<file path="src/rtl/pc_pkg.sv">
// Shared types and constants for the program-counter generator.
package pc_pkg;

   typedef enum logic [1:0] {
      RUN  = 2'd0,
      HALT = 2'd1
   } pc_state_e;

   localparam logic [63:0] RESET_VEC_DEFAULT = 64'h0000_0000_8000_0000;

endpackage

</file>
<file path="src/rtl/pc_gen.sv">
// Program-counter generator: RUN/HALT FSM, trap and redirect steering,
// a one-entry pending redirect for HALT, and cycle/fetch counters.
module pc_gen
   import pc_pkg::*;
#(
   parameter int unsigned         XLEN      = 64,
   parameter logic [XLEN-1:0]     RESET_VEC = XLEN'(RESET_VEC_DEFAULT),
   parameter int unsigned         INC       = 4,
   parameter int unsigned         CNT_W     = 64
) (
   input  logic              clk_i,
   input  logic              rst_i,
   input  logic              fetch_ready_i,
   input  logic              redirect_valid_i,
   input  logic [XLEN-1:0]   redirect_target_i,
   input  logic              trap_valid_i,
   input  logic [XLEN-1:0]   trap_vec_i,
   input  logic              halt_i,
   input  logic              resume_i,
   output logic              pc_valid_o,
   output logic [XLEN-1:0]   pc_o,
   output logic [XLEN-1:0]   next_pc_o,
   output logic              misalign_o,
   output logic [1:0]        state_o,
   output logic [CNT_W-1:0]  cycle_o,
   output logic [CNT_W-1:0]  fetch_cnt_o
);

   pc_state_e         state_q, state_d;
   logic [XLEN-1:0]   pc_q, pc_d;
   logic              pc_valid_q;
   logic              pend_valid_q, pend_valid_d;
   logic [XLEN-1:0]   pend_pc_q, pend_pc_d;
   logic              misalign_q;
   logic [CNT_W-1:0]  cycle_q;
   logic [CNT_W-1:0]  fetch_cnt_q;

   logic              redir_misaligned;
   logic              handshake;
   logic [XLEN-1:0]   trap_pc;

   // Strict priority: trap, then any redirect (a misaligned one still
   // occupies the edge, leaving pc/state untouched), then halt/resume,
   // then sequential advance.
   always_comb begin
      redir_misaligned = redirect_valid_i && (redirect_target_i[1:0] != 2'b00);
      handshake        = pc_valid_q && fetch_ready_i;
      trap_pc          = trap_vec_i & ~XLEN'(3);

      state_d      = state_q;
      pc_d         = pc_q;
      pend_valid_d = pend_valid_q;
      pend_pc_d    = pend_pc_q;

      if (trap_valid_i) begin
         pc_d         = trap_pc;
         state_d      = RUN;
         pend_valid_d = 1'b0;
      end else if (redirect_valid_i) begin
         if (!redir_misaligned) begin
            if (state_q == RUN) begin
               pc_d = redirect_target_i;
            end else begin
               pend_valid_d = 1'b1;
               pend_pc_d    = redirect_target_i;
            end
         end
      end else if (state_q == HALT) begin
         if (resume_i) begin
            state_d      = RUN;
            pend_valid_d = 1'b0;
            if (pend_valid_q) begin
               pc_d = pend_pc_q;
            end
         end
      end else begin
         if (halt_i) begin
            state_d = HALT;
         end
         if (handshake) begin
            pc_d = pc_q + XLEN'(INC);
         end
      end
   end

   always_ff @(posedge clk_i) begin
      if (rst_i) begin
         state_q      <= RUN;
         pc_valid_q   <= 1'b1;
         pc_q         <= RESET_VEC;
         pend_valid_q <= 1'b0;
         pend_pc_q    <= '0;
         misalign_q   <= 1'b0;
         cycle_q      <= '0;
         fetch_cnt_q  <= '0;
      end else begin
         state_q      <= state_d;
         pc_valid_q   <= (state_d == RUN);
         pc_q         <= pc_d;
         pend_valid_q <= pend_valid_d;
         pend_pc_q    <= pend_pc_d;
         misalign_q   <= redir_misaligned && !trap_valid_i;
         cycle_q      <= cycle_q + CNT_W'(1);
         if (handshake) begin
            fetch_cnt_q <= fetch_cnt_q + CNT_W'(1);
         end
      end
   end

   assign pc_valid_o  = pc_valid_q;
   assign pc_o        = pc_q;
   assign next_pc_o   = pc_d;
   assign misalign_o  = misalign_q;
   assign state_o     = state_q;
   assign cycle_o     = cycle_q;
   assign fetch_cnt_o = fetch_cnt_q;

endmodule

</file>
<file path="config.mk">
export PLATFORM = sky130hd
export DESIGN_NAME = pc_gen
export DESIGN_NICKNAME = d
export VERILOG_FILES = /design/src/rtl/pc_pkg.sv /design/src/rtl/pc_gen.sv
export SDC_FILE = /design/constraint.sdc
export NUM_CORES = 1
export LEC_CHECK = 0
export BUFFER_PORTS_ARGS = -buffer_cell sky130_fd_sc_hd__buf_2
export CORE_UTILIZATION = 57
export CTS_BUF_LIST = sky130_fd_sc_hd__clkbuf_4 sky130_fd_sc_hd__clkbuf_8
export CTS_CLUSTER_SIZE = 10
export DETAILED_ROUTE_END_ITERATION = 8
export PLACE_DENSITY = 0.86
export RECOVER_POWER = 100
export SYNTH_ARGS = -nofsm -noshare
export SYNTH_HDL_FRONTEND = slang
export SYNTH_SLANG_ARGS = --single-unit
export TNS_END_PERCENT = 20
</file>
<file path="constraint.sdc">
create_clock -name clk_i -period 3.5 [get_ports clk_i]
set_input_delay 0.175 -clock clk_i [delete_from_list [all_inputs] [get_ports clk_i]]
set_output_delay 0.175 -clock clk_i [all_outputs]
set_load 0.01 [all_outputs]
</file>
Yosys cells after proc, flatten, opt, wreduce, memory -nomap -nowiden. Cells that the tools add are included. W data, S select, Z words.

Bits in registers: 261. Input bits: 135. Output and inout port bits: 260. Logic and storage cells: 47.

$add $sub $neg: 3. Equal/unequal tests: 3. Mux-type cells: 18. Bitwise gates (word level): 3. Reductions and logical operators: 12.

Operator list (number): $mux W64 (8); $add A64 B1 Y64 const B (2); $add A64 B3 Y64 const B (1); $mux W2 (5); $reduce_and A4 Y1 (2); $reduce_bool A2 Y1 (3); $mux W1 (5); $logic_not A2 Y1 (2); $ne A2 B2 Y1 const B (2); $logic_and A1 B1 Y1 (3); $not A1 Y1 (3); $eq A2 B1 Y1 const B (1); $reduce_or A2 Y1 (1); $logic_not A1 Y1 (1).

Longest topological paths before layout.
Depth in word-level cells: 5. Gate-level depth with buffers: 10. Gate-level depth less buffers: 7.

Least setup slack after synthesis. No wires, ideal clock.

Kind: reg2out. Start point: reg pc_q[2], in the netlist pc_o[2]. End point: out next_pc_o[42]. Arrival: 2123 ps. Setup slack: 1202 ps. Cell stages (with the launch flop): 8. Cells stage by stage: dfxtp_1 > ha_1 > and3_1 > nand3_2 > or4_4 > nor4_2 > nor4_1 > nor3_1.

Cells in the longest elaborated chain, start to end: 5.

RTL lines: start, declared (line pc_gen.sv:30) `logic [XLEN-1:0] pc_q, pc_d;`; start signal, assigned (line pc_gen.sv:99) `pc_q <= pc_d;`; $add A64 B3 Y64 (line pc_gen.sv:81) `pc_d = pc_q + XLEN'(INC);`; $mux W64 (line pc_gen.sv:80) `if (handshake) begin`; $mux W64 (line pc_gen.sv:68) `end else if (state_q == HALT) begin`; $mux W64 (line pc_gen.sv:59) `end else if (redirect_valid_i) begin`; $mux W64 (line pc_gen.sv:55) `if (trap_valid_i) begin`; end, declared (line pc_gen.sv:22) `output logic [XLEN-1:0] next_pc_o,`.

Every way passes these cells.

Final worst setup path.
Start point: reg pc_q[31], in the netlist pc_o[31]. End point: out next_pc_o[45].

The elaborated chain is that of the path after synthesis.

==> flow_metrics.tcl <==
set metrics [dict create \
    outcome "finished, violations left" \
    violations "capacitance limit, slew limit" \
    dpl.hpwl_mm 37.3 \
    vias_per_cell 6.46 \
    comb_power_share 0.142 \
    min_path_cells 4 \
    insertion_delay_to_the_later_sink_of_the_worst_skew_pair_ps 580 \
    hold_viol 0 \
    rows 57 \
    yosysTopAreaCellShare 0.362 \
    ctsLongestPathBuffers 3 \
    per_instance_average_area_after_synthesis_um2 7.82 \
    path_depth 6 \
    synthToLayoutAreaGrowth_pct 28.1 \
    routabilityCongestion 1.06 \
    final_net_count 2439 \
    worst-endpoint-arrival_ps 3260 \
    setup_viol 0 \
    register_area_share_after_synthesis 0.362 \
    power.static_leakage_uw 0.00708 \
    grt_start_max_net_pins 124 \
    detail_route.wl_per_cell_um 21.0 \
    instances_no_fill 2670 \
    cts_buffers 46 \
    max_cap_viol_count 1 \
    fin_worst_hold_slack_ps 10.2 \
    synth_top_area_cell "dfxtp_1" \
    timing.critical_path.to_type "output pin" \
    share_clk_of_total_power 0.420 \
    fmax_ghz 0.291 \
    ys_async_sr_fraction 0 \
    cts_max_level 2 \
    globalRouteOverflowTotal 0 \
    synth_top_cells_by_count "nand2_1 (305), dfxtp_1 (261), nor2_1 (198), a21oi_1 (114), xor2_1 (110)" \
    grt_first_pass_wirelength_mm 86.9 \
    skew_ps 36.3 \
    synth_edf_count 0 \
    synthDistinctLibCells 84 \
    number_of_global_route_vias_before_repair 16400 \
    yosysMostFrequentCell "nand2_1" \
    timing_worst_setup_path_type "flip-flop to output pin" \
    powerDensity_nw_per_um2 390 \
    remaining_drc_errors 0 \
    maxSlewViolCount 48 \
    io_pins 395 \
    power.switching_fraction 0.284 \
    initial_antenna_violation_count 8 \
    ys_warn_count 0 \
    postSynthNetCount 1983 \
    multi_input_comb_area_um2 8680 \
    postRouteAntennaNets 0 \
    port_buffers 392 \
    drt_iter0_drc 2541 \
    fill_cells 1891 \
    cts_root_buf "clkbuf_8" \
    post-place-cells 2474 \
    worst_max_slew_pin_slew_ps 2340 \
    timing.critical_path.buf_inv 1 \
    starting_utilization_of_the_core_area 0.587 \
    critPathMaxStageDelay_ps 630 \
    power_report.internal_total_uw 5160 \
    final_core_utilization 0.751 \
    seq_power_share 0.438 \
    min_delay_worst_type "primary input to flip-flop" \
    post_synth_inst_count 1845 \
    timing.critical_path.fanout_max 9 \
    critical_path.slowest_cell "dfxtp_1" \
    cp_cell_sequence "nand4_1, nor4_1, nand4_1, o31ai_1, nor2_1, buf_2" \
    min_period_over_period 0.982 \
    detail_route.first_pass.iterations 7 \
    max_slew_margin -0.560 \
    crit_path_frequent_cell "nand4_1" \
    cts_tree "built" \
    routed_via_count 17300 \
    synth_area_um2 14400 \
    post_route_cells_drive_above_1_share 0.175 \
    finalCriticalPeriod_ps 3440 \
    postCtsSetupRepairBufs 0 \
    synth-main-ff-cell "dfxtp_1" \
    netlist_top_cells_area "dfxtp_1 (36%), nand2_1 (7.9%), xor2_1 (6.7%)" \
    die_outline_height_um 161 \
    grtUsageTotal 0.419 \
    register_clock_pin_slew_on_the_reported_worst_setup_and_hold_paths_ps 60 \
    area.sequential_um2 5230 \
    power.switching_uw 2050 \
    grt_setup_unrepaired "yes" \
    placeableCoreArea_um2 24600 \
    peakVddDrop_mv 0.357 \
    ys_seq_elements 261 \
    detail_route.wirelength_mm 56.0 \
    required_ps 3320 \
    area_of_the_die_um2 26000 \
    clock-sinks 261 \
    timing.critical_path.max_delay_family "simple AND/OR/NAND/NOR gates" \
    reg2regPathDepth 5 \
    die_w_um 161 \
    critPathLaunchType "flip-flop" \
]
cells in the final DEF (no fill, tap or decap), types with 6 or more instances in the layout:
master and n:
nand2_1 304, dfxtp_1 261, buf_2 212, nor2_1 196, clkbuf_1 182, a21oi_1 114, xor2_1 110, dlygate4sd3_1 103
nand3_1 92, nand4_1 79, clkbuf_8 59, o21ai_0 48, and2_1 47, nor3_1 39, mux2i_1 38, and3_1 37
buf_4 34, and4_1 32, xnor2_1 22, mux2_2 21, nor4_1 18, clkbuf_4 18, a31oi_1 17, a211oi_1 17
inv_1 14, nor4_2 13, a22oi_1 12, o211ai_1 11, a311oi_1 11, or3_1 10, diode_2 9, o21ai_1 9
a221oi_1 9, o31ai_1 7, o221ai_1 6
power groups by stage:
stage,Sequential [µW],Combinational (µW),Clock (µW)
CTS,3150,987,3030
floorplan,3200,495,0
global route,3170,1080,3190
detailed placement,3210,889,0
global placement,3210,874,0
finish,3160,1020,3020
stage by stage:
stage          area (µm²)  setup TNS [ps]  worst slack (ps)  power (µW)
2_1_floorplan       14400               0              1200        3690
4_1_cts             18700               0              15.2        7170
6_report            18500               0              63.8        7210
3_5_place_dp        16600               0               607        4100
3_3_place_gp        16600               0               749        4080
5_1_grt             18500           -16.0             -16.0        7440
final cells by class:
type,count,share of cell area
Timing Repair Buffer,535,0.168
Tap cell,324,0.0219
Inverter,15,0.00305
Clock buffer,77,0.0512
Multi-Input combinational cell,1442,0.470
Clock inverter,7,0.00237
Antenna cell,9,0.00122
Sequential cell,261,0.283
per-layer routing:
| metal | track usage | vias up | routed length [µm] |
|---|---|---|---|
| met5 | 0 | - | 0 |
| met4 | 0.268 | 0 | 4030 |
| met3 | 0.126 | 363 | 7280 |
| met2 | 0.642 | 1419 | 24400 |
| met1 | 0.513 | 7929 | 20300 |
| li1 | - | 7550 | - |
sequential cells by signal, summed over array words and instances, names as in the netlist:
register      flops
cycle_o          64
fetch_cnt_o      64
misalign_o        1
pc_o             64
pc_valid_o        1
pend_pc_q        64
pend_valid_q      1
state_o           2
worst reg2reg max path, cell delays in order, from the launching register on:
cell,delay (ps)
dfxtp_1,630
nand4_1,360
nor4_1,450
nand4_1,360
o31ai_1,630
nor3_1,100
cells by family (layout without fill, tap and decap cells):
family,count (synthesis),count (layout),share of synthesized area
simple gates,915,915,0.321
compound gates,332,332,0.151
flops,261,261,0.362
buf+inv,142,634,0.0398
xor+xnor,132,132,0.0801
mux,60,60,0.0435
fa+ha+maj,3,3,0.00260
other cells,0,9,0
path summary, 6_finish.rpt:
check,startpoint,endpoint,slack (ps)
setup / recovery,pc_o[31]$_SDFF_PP1_,next_pc_o[45],60
setup reg to reg,pc_o[31]$_SDFF_PP1_,pc_o[45]$_SDFF_PP0_,750
hold / removal,trap_vec_i[14],pc_o[14]$_SDFF_PP0_,10
hold reg to reg,pend_pc_q[5]$_SDFFE_PP0P_,pend_pc_q[5]$_SDFFE_PP0P_,450
timing repair:
action / in CTS / in global routing
hold endpoints to repair: 104 / 0
setup endpoints to repair: 0 / 8
hold buffers: 103 / 0
gates resized for setup: 0 / 5
(Power assumes the default switching activity.)
